==> config.mk <==
export PLATFORM = sky130hd
export DESIGN_NAME = mcu0_fetch
export DESIGN_NICKNAME = d
export VERILOG_FILES = /design/src/rtl/mcu0_pkg.sv /design/src/rtl/mcu0_fetch.sv
export SDC_FILE = /design/constraint.sdc
export NUM_CORES = 1
export LEC_CHECK = 0
export ABC_AREA = 1
export CORE_UTILIZATION = 50
export DETAILED_ROUTE_END_ITERATION = 16
export MAX_ROUTING_LAYER = met4
export PLACE_DENSITY = 0.81
export SYNTH_ARGS = -nofsm -noshare
export SYNTH_HDL_FRONTEND = slang
export SYNTH_SLANG_ARGS = --single-unit
export TNS_END_PERCENT = 50
==> constraint.sdc <==
create_clock -name clock -period 2.21 [get_ports clock]
set_input_delay 0.3315 -clock clock [delete_from_list [all_inputs] [get_ports clock]]
set_output_delay 0.3315 -clock clock [all_outputs]
set_load 0.01 [all_outputs]
==> src/rtl/mcu0_pkg.sv <==
// mcu0_pkg: definitions shared by the mcu0 fetch and execute stages.
//   - opcode encodings (instruction bits [15:12])
//   - instruction field positions: OP = [15:12], C = [11:0]
//   - fetch FSM state encoding
//   - small field-extraction helpers
package mcu0_pkg;

  localparam logic [3:0] LD  = 4'h0;
  localparam logic [3:0] ADD = 4'h1;
  localparam logic [3:0] JMP = 4'h2;
  localparam logic [3:0] ST  = 4'h3;
  localparam logic [3:0] CMP = 4'h4;
  localparam logic [3:0] JEQ = 4'h5;

  localparam int OP_HI = 15;
  localparam int OP_LO = 12;
  localparam int C_HI  = 11;
  localparam int C_LO  = 0;

  typedef enum logic [1:0] {
    FETCH_HI = 2'd0,
    FETCH_LO = 2'd1,
    HOLD     = 2'd2
  } fetch_state_t;

  function automatic logic [3:0] instr_op(input logic [15:0] instr);
    return instr[OP_HI:OP_LO];
  endfunction

  function automatic logic [11:0] instr_c(input logic [15:0] instr);
    return instr[C_HI:C_LO];
  endfunction

endpackage

==> src/rtl/mcu0_fetch.sv <==
// mcu0_fetch: instruction fetch stage feeding the mcu0 execute core.
// Reads big-endian 16-bit instructions one byte at a time from program
// memory (req/ack) and presents them with their address over valid/ready.
// A one-entry pend slot lets the next word be fetched while execute stalls.
// Ports:
//   clock        rising-edge clock
//   rst_n        asynchronous active-low reset
//   mem_req      byte read request
//   mem_addr     byte address (valid while mem_req=1)
//   mem_ack      transfer when mem_req & mem_ack
//   mem_rdata    read byte
//   ir_valid     ir/ir_pc hold a valid instruction
//   ir           instruction {byte@pc, byte@pc+1}
//   ir_pc        address of ir
//   ir_ready     execute consumes ir when ir_valid & ir_ready
//   redir_valid  flush and refetch from redir_pc
//   redir_pc     redirect target (bit 0 ignored)
module mcu0_fetch
  import mcu0_pkg::*;
#(
  parameter int unsigned     AW       = 16,
  parameter logic [AW-1:0]   RESET_PC = '0
) (
  input  logic          clock,
  input  logic          rst_n,
  output logic          mem_req,
  output logic [AW-1:0] mem_addr,
  input  logic          mem_ack,
  input  logic [7:0]    mem_rdata,
  output logic          ir_valid,
  output logic [15:0]   ir,
  output logic [AW-1:0] ir_pc,
  input  logic          ir_ready,
  input  logic          redir_valid,
  input  logic [AW-1:0] redir_pc
);

  localparam logic [AW-1:0] ONE = AW'(1);
  localparam logic [AW-1:0] TWO = AW'(2);

  fetch_state_t  state;
  logic [AW-1:0] pc;
  logic [AW-1:0] pend_pc;
  logic [7:0]    hi;
  logic [15:0]   pend;

  logic xfer;
  logic consume;
  logic out_free;

  // Gating with rst_n drops the request asynchronously on reset and lets it
  // rise in the very first cycle after release, without waiting for an edge.
  assign mem_req  = rst_n & (state != HOLD);
  assign mem_addr = (state == FETCH_LO) ? pc + ONE : pc;

  assign xfer     = mem_req & mem_ack;
  assign consume  = ir_valid & ir_ready;
  assign out_free = ~ir_valid | ir_ready;

  always_ff @(posedge clock or negedge rst_n) begin
    if (!rst_n) begin
      state    <= FETCH_HI;
      pc       <= RESET_PC;
      hi       <= '0;
      pend     <= '0;
      pend_pc  <= '0;
      ir_valid <= 1'b0;
      ir       <= '0;
      ir_pc    <= '0;
    end else if (redir_valid) begin
      // Redirect wins over everything: any byte arriving now is dropped and
      // a word parked in pend is simply abandoned.
      pc       <= redir_pc & ~ONE;
      state    <= FETCH_HI;
      ir_valid <= 1'b0;
    end else begin
      if (consume) ir_valid <= 1'b0;
      case (state)
        FETCH_HI: begin
          if (xfer) begin
            hi    <= mem_rdata;
            state <= FETCH_LO;
          end
        end
        FETCH_LO: begin
          if (xfer) begin
            pc <= pc + TWO;
            if (out_free) begin
              ir       <= {hi, mem_rdata};
              ir_pc    <= pc;
              ir_valid <= 1'b1;
              state    <= FETCH_HI;
            end else begin
              pend    <= {hi, mem_rdata};
              pend_pc <= pc;
              state   <= HOLD;
            end
          end
        end
        HOLD: begin
          if (consume) begin
            ir       <= pend;
            ir_pc    <= pend_pc;
            ir_valid <= 1'b1;
            state    <= FETCH_HI;
          end
        end
        default: state <= FETCH_HI;
      endcase
    end
  end

`ifndef SYNTHESIS
  // Instructions are halfword aligned; an odd reset vector is a config error.
  always_ff @(posedge clock) begin
    assert (RESET_PC[0] == 1'b0)
      else $error("mcu0_fetch: RESET_PC must be even");
  end
`endif

endmodule

# Word-level counts from Yosys, hierarchy flattened
# Cells that the tools add are included.
# totals
word_cells	59
ff_bits	91
in_bits	29
# op_classes
n_eq_ne	9
muxes	24
n_bitwise	7
reduce_logical	9
n_addsub	2
# ops
cell	n
$mux W16	10
$pmux W16 S2	2
$add A16 B1 Y16 const B	1
$add A16 B2 Y16 const B	1
$mux W2	5
$ne A3 B3 Y1 const B	3
$ne A2 B2 Y1 const B	4
$pmux W2 S3	1
$reduce_and A3 Y1	2
$reduce_bool A2 Y1	3
$mux W1	5
$reduce_and A5 Y1	1
$reduce_and A4 Y1	1
$and A1 B1 Y1	3
$not A1 Y1	3
$eq A2 B1 Y1 const B	1
$eq A2 B2 Y1 const B	1
$logic_not A2 Y1	1
$pmux W1 S2	1
$reduce_and A2 Y1	1
$or A1 B1 Y1	1

# Longest topological paths before layout
# depth
depth_word	6
ltp_mapped	11
mapped_depth_nobuf	10

# Least setup slack after synthesis
# Ideal clock, no wire load.
# synth_path
kind	register -> register
start	register state[0]
end	register ir_pc[6]
period_less_slack_ns	1.572
slack_ns	0.638
path_stages_with_launch	10
t_arrival_ns	1.449
t_required_ns	2.087
path_cell_list	dfrtp_1 > inv_1 > ha_1 > buf_4 > inv_4 > nand3_4 > inv_2 > o21ai_4 > buf_6 > o21ai_1
# synth_via
elab_chain_cells	5
word_cells_on_any_way	11
# synth_rtl
item	line	text
start, declared	mcu0_fetch.sv:41	fetch_state_t state;
start signal, assigned	mcu0_fetch.sv:62	state <= FETCH_HI;
start signal, assigned	mcu0_fetch.sv:74	state <= FETCH_HI;
start signal, assigned	mcu0_fetch.sv:82	state <= FETCH_LO;
$ne A2 B2 Y1	mcu0_fetch.sv:53	assign mem_req = rst_n & (state != HOLD);
$and A1 B1 Y1	mcu0_fetch.sv:53	
$and A1 B1 Y1	mcu0_fetch.sv:56	assign xfer = mem_req & mem_ack;
$ne A2 B2 Y1 (no source line)	-	
$reduce_and A5 Y1 (no source line)	-	
end signal, assigned	mcu0_fetch.sv:90	ir_pc <= pc;
end signal, assigned	mcu0_fetch.sv:103	ir_pc <= pend_pc;
end, declared	mcu0_fetch.sv:32	output logic [AW-1:0] ir_pc,
# Several ways; a longest one is shown, not always the timed one.
# A chain may end at the register's enable or synchronous reset.

# Worst setup path in the final report
# layout_path
start	register state[0]
end	output port mem_req
# layout_via
elab_chain_cells	2
# layout_rtl
item	line	text
$ne A2 B2 Y1	mcu0_fetch.sv:53	
$and A1 B1 Y1	mcu0_fetch.sv:53	
end, declared	mcu0_fetch.sv:26	output logic mem_req,
# No other way between the ends.

==> flow_metrics.tcl <==
set metrics [dict create \
    status "finished, final reports clean" \
    pwr-share-clk_pct 26.3 \
    routabilityCongestion 0.845 \
    vias 3557 \
    critPathKind "flop to output pin" \
    slowest_stage "clkdlybuf4s50_1" \
    grt_pass1_wl_um 15500 \
    ys.flop_type "dfrtp_1" \
    drv_slew 0 \
    drtIter0Drc 219 \
    fin_tns_setup_ns 0 \
    clockRootBuffer "clkbuf_8" \
    pin_count 79 \
    port_buffers 76 \
    drtAntennaViolNets 0 \
    wl_met3_um 606 \
    ys_types 33 \
    crit_path_max_fanout 4 \
    critPathLaunchType "flop" \
    fmax_mhz 472 \
    rsz0062_at_grt "false" \
    drive_gt1_share_pct 12.2 \
    relSlewSlack_pct 44.9 \
    synth_cells 519 \
    hold_slack_ns 0.348 \
    synth_area_um2 4350 \
    synth.area.top_cells "dfrtp_1 (51%), nand2_1 (15%), o21ai_2 (5.8%)" \
    fillers 689 \
    switching_share_pct 31.0 \
    rows 33 \
    syn_nets 552 \
    clockBufferDepth 2 \
    cp.arrival_ns 1.79 \
    finalSetupViolations 0 \
    r2r-start "state[0]$_DFFE_PN0P_" \
    finalCritPeriodShare_pct 95.9 \
    synth_commonest_cells "nand2_1 (173), dfrtp_1 (88), o21ai_0 (46)" \
    cts.htree.levels 3 \
    wl_per_cell_um 13.9 \
    peakVddDrop_mv 0.546 \
    dieHeight_um 95.3 \
    start_util_pct 52.4 \
    gr-total-overflow 0 \
    dr.pass1.iters 5 \
    yosys_warnings 0 \
    power_leakage_uw 0.00254 \
    clk_latency_ns 0.36 \
    combPwrFrac_pct 27.5 \
    area_growth_pct 23.0 \
    core_area_um2 8300 \
    slowest_delay_ns 0.54 \
    rrSetupSlack_ns 0.23 \
    required_ns 1.88 \
    wl_met1_um 4490 \
    cts_sinks 88 \
    ys_ff_latch 88 \
    die_w_um 95.3 \
    internal_power_uw 3050 \
    cts_tree "yes" \
    cp_cell_sequence "inv_1 > ha_1 > nor2_1 > clkdlybuf4s50_1" \
    power.net_switching_uw 1370 \
    worstHoldPathType "input port to async pin" \
    hold_violations 0 \
    period_minus_slack_ns 2.12 \
    groute.usage.overall_pct 23.2 \
    reg2reg_to "pend_pc[8]$_DFFE_PN0P_" \
    yosys.area.top_type "dfrtp_1" \
    synth-seq-area-share_pct 50.6 \
    cts_made_buffers 9 \
    dieArea_um2 9080 \
    maxCapViolCount 0 \
    drc_errors 0 \
    grt_max_degree 69 \
    via_per_inst 5.16 \
    post_cts_resized 0 \
    hpwl_um 6710 \
    highest_layer "met4" \
    synthArstFlopShare_pct 100 \
    synth.most_common_cell "nand2_1" \
    synth_edf_count 0 \
    reg2reg_depth 9 \
    n_antenna_cell 0 \
    synth_top_cell_area_share_pct 50.6 \
    power_frac_seq_pct 46.2 \
    routed_wirelength_um 9550 \
    setup.worst_path.end_class "output pin" \
    tightest_slew_ns 0.827 \
    first_global_vias 3286 \
    skew_ns 0.00462 \
    postCtsSetupRepairBufs 0 \
    nets 612 \
    wl_met2_um 4250 \
    power_density_nw_per_um2 826 \
    antenna_found_initial 0 \
    syn_area_per_cell_um2 8.38 \
    path_clk_slew_ns 0.09 \
]
-- area by class of cell --
class	count	area, µm²	share of cell area, %
tap	105	131	2.45
timing repair buffer	88	876	16.4
multi-input combinational	353	1780	33.3
clock buffer	9	124	2.31
sequential	88	2200	41.2
clock inverter	7	85.1	1.59
inverter	39	149	2.78
-- flip-flops by register name, indices dropped and copies added (netlist names) --
register / cells
hi: 8
ir: 16
ir_pc: 15
ir_valid: 1
pc: 15
pend: 16
pend_pc: 15
state: 2
-- critical path: cells and delay by family, from the launching register on --
family / cells / cell delay (ns)
adder cells (fa/ha/maj): 1 / 0.29
buffers and inverters: 2 / 0.63
flip-flops: 1 / 0.37
AND/OR/NAND/NOR: 1 / 0.14
-- power by group through the flow --
stage          Combinational [µW]  Clock [µW]  Sequential (µW)
6_report                     1210        1160             2040
4_1_cts                      1230        1190             2040
5_1_grt                      1340        1250             2070
3_3_place_gp                 1180           0             2070
3_5_place_dp                 1220           0             2070
2_1_floorplan                 527           0             2130
-- stage by stage --
stage | cells | setup WS (ns) | total power (µW) | utilization [%] | cell area (µm²)
floorplan | 519 | 0.638 | 2660 | - | 4350
global placement | 672 | 0.223 | 3250 | 61.8 | 5130
detailed placement | 672 | 0.171 | 3290 | 61.8 | 5130
CTS | 689 | 0.0692 | 4460 | 64.5 | 5350
global route | 689 | 0.0200 | 4660 | 64.5 | 5350
finish | 689 | 0.0911 | 4420 | 64.5 | 5350
-- cell families (layout without fill, tap and decap cells) --
kind of cell | after synthesis | count (layout) | synth area share [%]
adders and majority gates | 4 | 4 | 1.15
DFF | 88 | 88 | 50.6
muxes | 10 | 10 | 2.30
other | 1 | 1 | 0.0862
AOI/OAI and AO/OA | 101 | 101 | 14.9
and+or+nand+nor | 237 | 237 | 22.6
buffers and inverters | 78 | 143 | 8.37
-- cell usage in the layout, fill, tap and decap left out, types with 2 or more instances in the layout --
cell type	n
inv_8	2
dfrtp_1	88
nand2_1	173
clkinvlp_4	2
nand4_1	2
inv_2	4
nor2_1	23
o21ai_0	46
buf_4	10
o21ai_2	29
o21bai_1	2
ha_1	4
clkdlybuf4s50_1	75
nor3_1	4
inv_6	2
buf_12	2
o21ai_1	13
a21oi_1	5
clkbuf_8	9
nand3_1	28
inv_1	34
mux2i_1	10
nor2_4	3
-- metal layers --
layer	vias up	GRT usage [%]
met5	-	-
met1	1623	32.5
li1	1774	-
met4	0	9.85
met3	20	4.23
met2	140	33.2
-- what timing repair did --
| item | in CTS | in global routing |
|---|---|---|
| endpoints found under the hold margin | 8 | 0 |
| endpoints found under the setup margin | 0 | 0 |
| hold buffers | 1 | 0 |
-- worst max-delay path by stage --
| stage | start | to | cells past startpoint |
|---|---|---|---|
| after CTS | rst_n | mem_req | 5 |
| after global routing | rst_n | mem_req | 5 |
| after floorplan | state[0]$_DFFE_PN0P_ | ir_pc[6]$_DFFE_PN0P_ | 9 |
| after detailed placement | mem_ack | pend_pc[8]$_DFFE_PN0P_ | 7 |
| final | state[0]$_DFFE_PN0P_ | mem_req | 4 |
| after global placement | mem_ack | pend_pc[8]$_DFFE_PN0P_ | 7 |
No activity file was read; power rests on OpenSTA's default activity.
